===== config.mk =====
export PLATFORM = sky130hd
export DESIGN_NAME = demux_3_8_reg
export DESIGN_NICKNAME = d
export VERILOG_FILES = /design/src/rtl/demux_3_8_reg_pkg.sv /design/src/rtl/demux_3_8_reg_pri_enc.sv /design/src/rtl/demux_3_8_reg.sv
export SDC_FILE = /design/constraint.sdc
export NUM_CORES = 1
export LEC_CHECK = 0
export BUFFER_PORTS_ARGS = -buffer_cell sky130_fd_sc_hd__buf_4
export CAP_MARGIN = 20
export CORE_MARGIN = 2
export CORE_UTILIZATION = 53
export CTS_CLUSTER_SIZE = 28
export DETAILED_ROUTE_END_ITERATION = 10
export HOLD_SLACK_MARGIN = 0.03
export PLACE_DENSITY = 0.88
export SYNTH_ARGS = -nofsm -noshare
export SYNTH_HDL_FRONTEND = slang
export SYNTH_SLANG_ARGS = --single-unit

===== constraint.sdc =====
create_clock -name clk -period 2.49 [get_ports clk]
set_input_delay 0.249 -clock clk [delete_from_list [all_inputs] [get_ports clk]]
set_output_delay 0.249 -clock clk [all_outputs]
set_load 0.02 [all_outputs]

===== src/rtl/demux_3_8_reg_pkg.sv =====
// Shared processor package: demux widths, FSM state encoding and the
// latched sweep context. Also used by the priority encoder, which is shared
// with the load/store-multiple sequencing logic.
package demux_3_8_reg_pkg;

    localparam int unsigned NUM_OUT = 8;   // number of destination registers
    localparam int unsigned DATA_W  = 3;   // width of each destination value
    localparam int unsigned IDX_W   = 3;   // width of a destination index

    typedef enum logic {
        ST_IDLE  = 1'b0,
        ST_SWEEP = 1'b1
    } state_e;

    typedef logic [DATA_W-1:0]  data_t;
    typedef logic [NUM_OUT-1:0] mask_t;

    // Payload captured when a sweep is accepted; the sweep runs from this
    // copy, so later changes on inp/mask have no effect on it.
    typedef struct packed {
        mask_t mask;
        data_t data;
    } sweep_ctx_t;

endpackage


===== src/rtl/demux_3_8_reg_pri_enc.sv =====
// pri_enc_8_3: lowest-set-bit priority encoder (combinational).
// Ports:
//   i_req     - request vector, bit 0 has the highest priority
//   o_idx_c   - index of the lowest set bit (0 when no bit is set)
//   o_vld_c   - high when any bit of i_req is set
module pri_enc_8_3
    import demux_3_8_reg_pkg::*;
(
    input  logic [NUM_OUT-1:0] i_req,
    output logic [IDX_W-1:0]   o_idx_c,
    output logic               o_vld_c
);

    // Scan from the top down so the last hit, the lowest index, wins.
    always_comb begin
        o_idx_c = '0;
        o_vld_c = |i_req;
        for (int i = int'(NUM_OUT) - 1; i >= 0; i--) begin
            if (i_req[i]) begin
                o_idx_c = IDX_W'(i);
            end
        end
    end

endmodule


===== src/rtl/demux_3_8_reg.sv =====
// demux_3_8_reg: registered 1-to-8 demultiplexer with a masked sweep mode.
// A single write (wr) stores inp into out<sel>. A sweep (bcast) latches inp
// and mask, then writes the latched value into one masked destination per
// cycle, lowest index first, pulsing done when the last one is written.
// Ports:
//   clk         - clock, all state updates on the rising edge
//   reset       - synchronous active-high reset
//   inp         - data to distribute
//   sel         - destination index for a single write
//   wr          - single-write request (IDLE only)
//   bcast       - sweep request (IDLE only, wins over wr)
//   mask        - sweep destination set, bit i selects out<i>
//   out0..out7  - registered destination values
//   vld         - bit i set once out<i> has been written (cleared by reset)
//   busy        - high while a sweep is in progress
//   done        - one-cycle pulse when a sweep completes
module demux_3_8_reg
    import demux_3_8_reg_pkg::*;
(
    input  logic               clk,
    input  logic               reset,
    input  logic [DATA_W-1:0]  inp,
    input  logic [IDX_W-1:0]   sel,
    input  logic               wr,
    input  logic               bcast,
    input  logic [NUM_OUT-1:0] mask,
    output logic [DATA_W-1:0]  out0,
    output logic [DATA_W-1:0]  out1,
    output logic [DATA_W-1:0]  out2,
    output logic [DATA_W-1:0]  out3,
    output logic [DATA_W-1:0]  out4,
    output logic [DATA_W-1:0]  out5,
    output logic [DATA_W-1:0]  out6,
    output logic [DATA_W-1:0]  out7,
    output logic [NUM_OUT-1:0] vld,
    output logic               busy,
    output logic               done
);

    state_e                          r_state;
    state_e                          w_state_nxt;
    sweep_ctx_t                      r_ctx;
    sweep_ctx_t                      w_ctx_nxt;
    logic [NUM_OUT-1:0][DATA_W-1:0]  r_out;
    logic [NUM_OUT-1:0][DATA_W-1:0]  w_out_nxt;
    mask_t                           r_vld;
    mask_t                           w_vld_nxt;
    logic                            r_busy;
    logic                            w_busy_nxt;
    logic                            r_done;
    logic                            w_done_nxt;

    logic [IDX_W-1:0]                w_idx;
    logic                            w_idx_vld;
    mask_t                           w_mask_rem;

    // Next destination of the sweep: lowest bit still set in the latched mask.
    pri_enc_8_3 u_pri_enc (
        .i_req   (r_ctx.mask),
        .o_idx_c (w_idx),
        .o_vld_c (w_idx_vld)
    );

    // Mask left after this cycle's sweep write.
    assign w_mask_rem = r_ctx.mask & ~(mask_t'(1) << w_idx);

    // State and output registers.
    always_ff @(posedge clk) begin
        if (reset) begin
            r_state <= ST_IDLE;
            r_ctx   <= '0;
            r_out   <= '0;
            r_vld   <= '0;
            r_busy  <= 1'b0;
            r_done  <= 1'b0;
        end else begin
            r_state <= w_state_nxt;
            r_ctx   <= w_ctx_nxt;
            r_out   <= w_out_nxt;
            r_vld   <= w_vld_nxt;
            r_busy  <= w_busy_nxt;
            r_done  <= w_done_nxt;
        end
    end

    // Next-state and next-output logic.
    always_comb begin
        w_state_nxt = r_state;
        w_ctx_nxt   = r_ctx;
        w_out_nxt   = r_out;
        w_vld_nxt   = r_vld;
        w_done_nxt  = 1'b0;

        case (r_state)
            ST_IDLE: begin
                if (bcast) begin
                    // Sweep has priority; a simultaneous single write is dropped.
                    w_ctx_nxt.mask = mask;
                    w_ctx_nxt.data = inp;
                    if (|mask) begin
                        w_state_nxt = ST_SWEEP;
                    end else begin
                        // Empty sweep: nothing to write, complete at once.
                        w_done_nxt = 1'b1;
                    end
                end else if (wr) begin
                    w_out_nxt[sel] = inp;
                    w_vld_nxt[sel] = 1'b1;
                end
            end

            ST_SWEEP: begin
                if (w_idx_vld) begin
                    w_out_nxt[w_idx] = r_ctx.data;
                    w_vld_nxt[w_idx] = 1'b1;
                    w_ctx_nxt.mask   = w_mask_rem;
                    if (w_mask_rem == '0) begin
                        w_state_nxt = ST_IDLE;
                        w_done_nxt  = 1'b1;
                    end
                end else begin
                    // Unreachable with a non-empty mask on entry; recover.
                    w_state_nxt = ST_IDLE;
                end
            end

            default: begin
                w_state_nxt = ST_IDLE;
            end
        endcase

        w_busy_nxt = (w_state_nxt == ST_SWEEP);
    end

    assign out0 = r_out[0];
    assign out1 = r_out[1];
    assign out2 = r_out[2];
    assign out3 = r_out[3];
    assign out4 = r_out[4];
    assign out5 = r_out[5];
    assign out6 = r_out[6];
    assign out7 = r_out[7];
    assign vld  = r_vld;
    assign busy = r_busy;
    assign done = r_done;

endmodule


Word level (Yosys, flattened, before mapping). Index checks and enable logic that the tools add are counted.

Register bits after elaboration: 45. Logic and storage cells: 74.

$lt $le $gt $ge: 4. Equality and inequality tests: 4. Shift operators: 1. Muxes and demuxes: 39. Bitwise gates (word level): 5. Reduce and logical (&&, ||, !) cells: 8.

Operator list (count): 24-bit 2-to-1 mux (3); 24-bit bitwise mux (2); 24-bit case mux with 2 select lines (1); 8-bit 2-to-1 mux (4); 8-bit case mux with 2 select lines (2); 3-bit 2-to-1 mux (10); 3-bit demux with 3-bit select (2); 8-bit bitwise OR (2); 8-bit OR reduction (2); 11-bit 2-to-1 mux (1); 1-bit 2-to-1 mux (10); 8-bit AND (1); 8-bit logical NOT (1); 3-bit by 4-bit < comparator with 1-bit output, second input constant (2); 8-bit inverter (1); 1-bit by 3-bit left shift with 8-bit output, first input constant (1); 1-bit demux with 3-bit select (2); 3-bit by 1-bit >= comparator with 1-bit output, second input constant (2); 2-bit inequality test, second input constant (3); 1-bit case mux with 2 select lines (2); 2-bit AND reduction (2); 3-bit AND reduction (1); 1-bit logical AND (2); 2-bit by 1-bit inequality test with 1-bit output, second input constant (1); 1-bit inverter (1).

Depth between registers and ports, before layout.
Depth after elaboration: 15. Gate-level depth with buffers: 7. Gate-level depth less buffers: 4.

By module. From an unflattened synthesis, not the netlist that was laid out.

Cell total of the unflattened synthesis: 267. Area, all modules: 2204.6 um^2.

Modules (own cells, without submodules): demux_3_8_reg (instances 1, cells an instance 254, area an instance 2123.3 um^2, seq. area each 900.9 um^2); pri_enc_8_3 (instances 1, cells an instance 13, area an instance 81.3 um^2, seq. area each 0.0 um^2).

Worst setup path before layout. No wires, ideal clock.

Kind: reg2reg. Start: register r_ctx[4] in the netlist's numbering. End: register r_out, in the netlist out4[0]. Library setup time: 0.091 ns. Arrival time: 1.755 ns. Path slack: 0.644 ns. Cell stages (with the launch flop): 7. Buffers on the path: 3. Cell sequence: dfxtp_1 buf_2 or4_4 buf_6 buf_6 or3_1 a311oi_1.

Word-level cells in the longest chain between the ends: 9. Elaborated cells on any way between the ends: 13.

RTL lines: from (decl) (line demux_3_8_reg.sv:42) `sweep_ctx_t r_ctx;`; from (signal assigned) (line demux_3_8_reg.sv:78) `r_ctx <= w_ctx_nxt;`; 3-bit 2-to-1 mux (2 in series) (line demux_3_8_reg_pri_enc.sv:19) `if (i_req[i]) begin`; 3-bit by 4-bit < comparator with 1-bit output (not written as such) or 3-bit by 1-bit >= comparator with 1-bit output (tied branches) (line demux_3_8_reg.sv:114) `w_out_nxt[w_idx] = r_ctx.data;`; 1-bit logical AND (not written as such) (line demux_3_8_reg.sv:114); 3-bit 2-to-1 mux (not written as such) (line demux_3_8_reg.sv:114); 3-bit demux with 3-bit select (line demux_3_8_reg.sv:114); 24-bit bitwise mux (line demux_3_8_reg.sv:114); 24-bit 2-to-1 mux (line demux_3_8_reg.sv:113) `if (w_idx_vld) begin`; 24-bit case mux with 2 select lines (line demux_3_8_reg.sv:94) `case (r_state)`; to (signal assigned) (line demux_3_8_reg.sv:79) `r_out <= w_out_nxt;`; to (decl) (line demux_3_8_reg.sv:44) `logic [NUM_OUT-1:0][DATA_W-1:0] r_out;`.

Several ways; a longest one is shown, not always the timed one. The select of a mux whose other input is x is not followed. A chain may end at the register's enable or synchronous reset.

==> flow_summary.ini <==
[clock_network]
cts_resized = 0
cts.sinks = 45
clkTransAtPathRegs_ns = 0.09
cts_buffers = 5
postCtsSetupRepairBufs = 0
cts_tree = yes
clockRootBuffer = clkbuf_8
cts_hold_buf = 0
cts_buffer_depth = 2
cts_htree_levels = 2
clk_latency_ns = 0.30

[die]
die_w_um = 69.4
start_util_pct = 55.8
die-area_um2 = 4810
core_area_um2 = 4060
ioPinCount = 52
fp.dieH_um = 69.4
num_rows = 23

[critical_path]
crit_chain = nor4bb_1 > a32oi_1 > mux2i_1 > nor2_1
required_ns = 2.68
slowest_delay_ns = 0.81
rrSetupSlack_ns = 0.48
worstPathMaxFanout = 10
start_kind = flop
critical-path-slowest-cell = nor4bb_1
critPathCaptureType = flop
critPathKind = flop to flop
critPathArrivalTime_ns = 2.20

[logic_synthesis]
async_flop_share_pct = 0
ys_warn_count = 0
synth_top_area_cell = dfxtp_1
syn-num-nets = 275
syn_inst = 257
synth_edf_count = 0
synth.distinct_cells = 50
synthTopCellsByArea = dfxtp_1 40%, nor2_1 6.0%, mux2i_1 4.4%
ys_seq_elements = 45
avgSynthCellArea_um2 = 8.81
netlist_area_um2 = 2260
ys_seq_area_share_pct = 39.8
ys.flop_type = dfxtp_1
synth_top_area_share_pct = 39.8

[sta]
worstMarginPinSlew_ns = 0.908
drv_slew = 0
period_share_pct = 80.7
fmaxAchievable_ghz = 0.497
report.final.setup_viol = 0
tns_ns = 0
finalHoldViolations = 0
grt_setup_unrepaired = false
period_minus_slack_ns = 2.01
slew_headroom_pct = 38.6
skew_ns = 0.00584
layout_setup_ws_ns = 0.480

[layout]
final_cell_mix = 53 x buf_4, 45 x dfxtp_1, 36 x nor2_1
antennaDiodeCount = 0
layout_commonest_cell = buf_4
drive_gt1_share_pct = 24.7
final_nets = 317
area_growth_pct = 20.3

[routing]
drtIter0Drc = 179
drc = 0
first_pass_iters = 4
drt-wirelength-per-cell_um = 17.2
wirelength_um = 6010
via_count = 2208
avgViaCountPerCell = 6.31
ant_nets = 0

[grt]
grt_pass1_wl_um = 9770
track_usage_pct = 24.5
antenna_found_initial = 0
grt_max_degree = 31
grt.overflow.total = 0
grt_pass1_vias = 2011

[outcome]
status = completed

[placed_design]
dp_slack_ns = 0.562
dp_hpwl_um = 4250
gp_congestion = 1.01
numPortBuffers = 51

[power]
p_leak_uw = 0.00115
ir_drop_mv = 0.473
cellPowerDensity_nw_per_um2 = 559

[job]
max-cap-violations = 0

[hold_path]
worst_hold_path_type = input pin to flop
-- through the flow --
step	cell area, um2	util [%]	hold slack [ns]	total power [uW]	cells
final	2720	67.1	0.203	1520	350
after global routing	2720	67.1	0.217	1580	350
after CTS	2720	67.1	0.206	1520	350
after detailed placement	2630	64.9	0.437	1070	342
after global placement	2630	64.9	0.436	1060	342
after floorplan	2260	-	0.385	983	257
-- worst max-delay path, delay by kind of cell, from the launching register on --
family | cells | cell delay, ns
DFF | 1 | 0.41
and+or+nand+nor | 2 | 0.87
muxes | 1 | 0.26
AOI/OAI and AO/OA | 1 | 0.36
-- state kept, by name, indices dropped and copies added (netlist names) --
register,flops
r_ctx,11
out7,3
out6,3
out2,3
out4,3
vld,8
done,1
out1,3
out0,3
out3,3
busy,1
out5,3
-- cell type report --
type / count / area, um2
timing repair buffer: 53 / 398
tap: 50 / 62.6
clock inverter: 3 / 21.3
multi-input combinational: 188 / 1250
fill: 339 / 1330
clock buffer: 5 / 68.8
sequential: 45 / 901
inverter: 6 / 22.5
-- cells in the mapped netlist, types with 2 or more instances --
cell type,count
dfxtp_1,45
nor2_1,36
a21oi_1,17
clkbuf_1,14
nand2_1,11
mux2i_1,10
o211ai_1,9
o21ai_0,8
o31ai_1,7
a32oi_1,6
inv_1,6
nor4_1,6
o211a_1,6
o22ai_1,6
or3b_2,6
nand3_1,5
or3_1,5
a22oi_1,3
a311oi_1,3
a41oi_1,3
buf_6,3
nand2b_1,3
nand3b_1,3
nor2b_1,3
nor3_1,3
a211oi_1,2
nor4bb_1,2
o21a_1,2
o21ai_1,2
or4_1,2
-- cells by family after synthesis --
family	after synthesis	synth area share (%)
AO/OA/AOI/OAI	83	27.5
adder cells (fa/ha/maj)	1	0.442
buffers and inverters	24	5.03
flip-flops	45	39.8
multiplexers	10	4.42
AND/OR/NAND/NOR	94	22.8
-- report_power, final --
group	internal (uW)	switching [uW]
combinational	110	165
sequential	748	35.3
clock	199	266
total	1060	466
-- per-layer routing --
metal	part of all wire, %	GRT usage [%]	wire length (um)	vias to the layer above
li1	-	-	-	1058
met1	43	32.8	2590	1032
met2	48	40.0	2860	104
met3	7.6	5.81	456	14
met4	1.7	6.10	103	0
met5	0	0	0	-
-- path summary, 6_finish.rpt --
kind / to / depth (start not counted) / start
max: out3[1] / 4 / busy
min reg2reg: vld[2] / 2 / vld[2]
min: r_ctx[10] / 3 / mask[7]
max reg2reg: out3[1] / 4 / busy
Power figures use the tool's default switching activity.
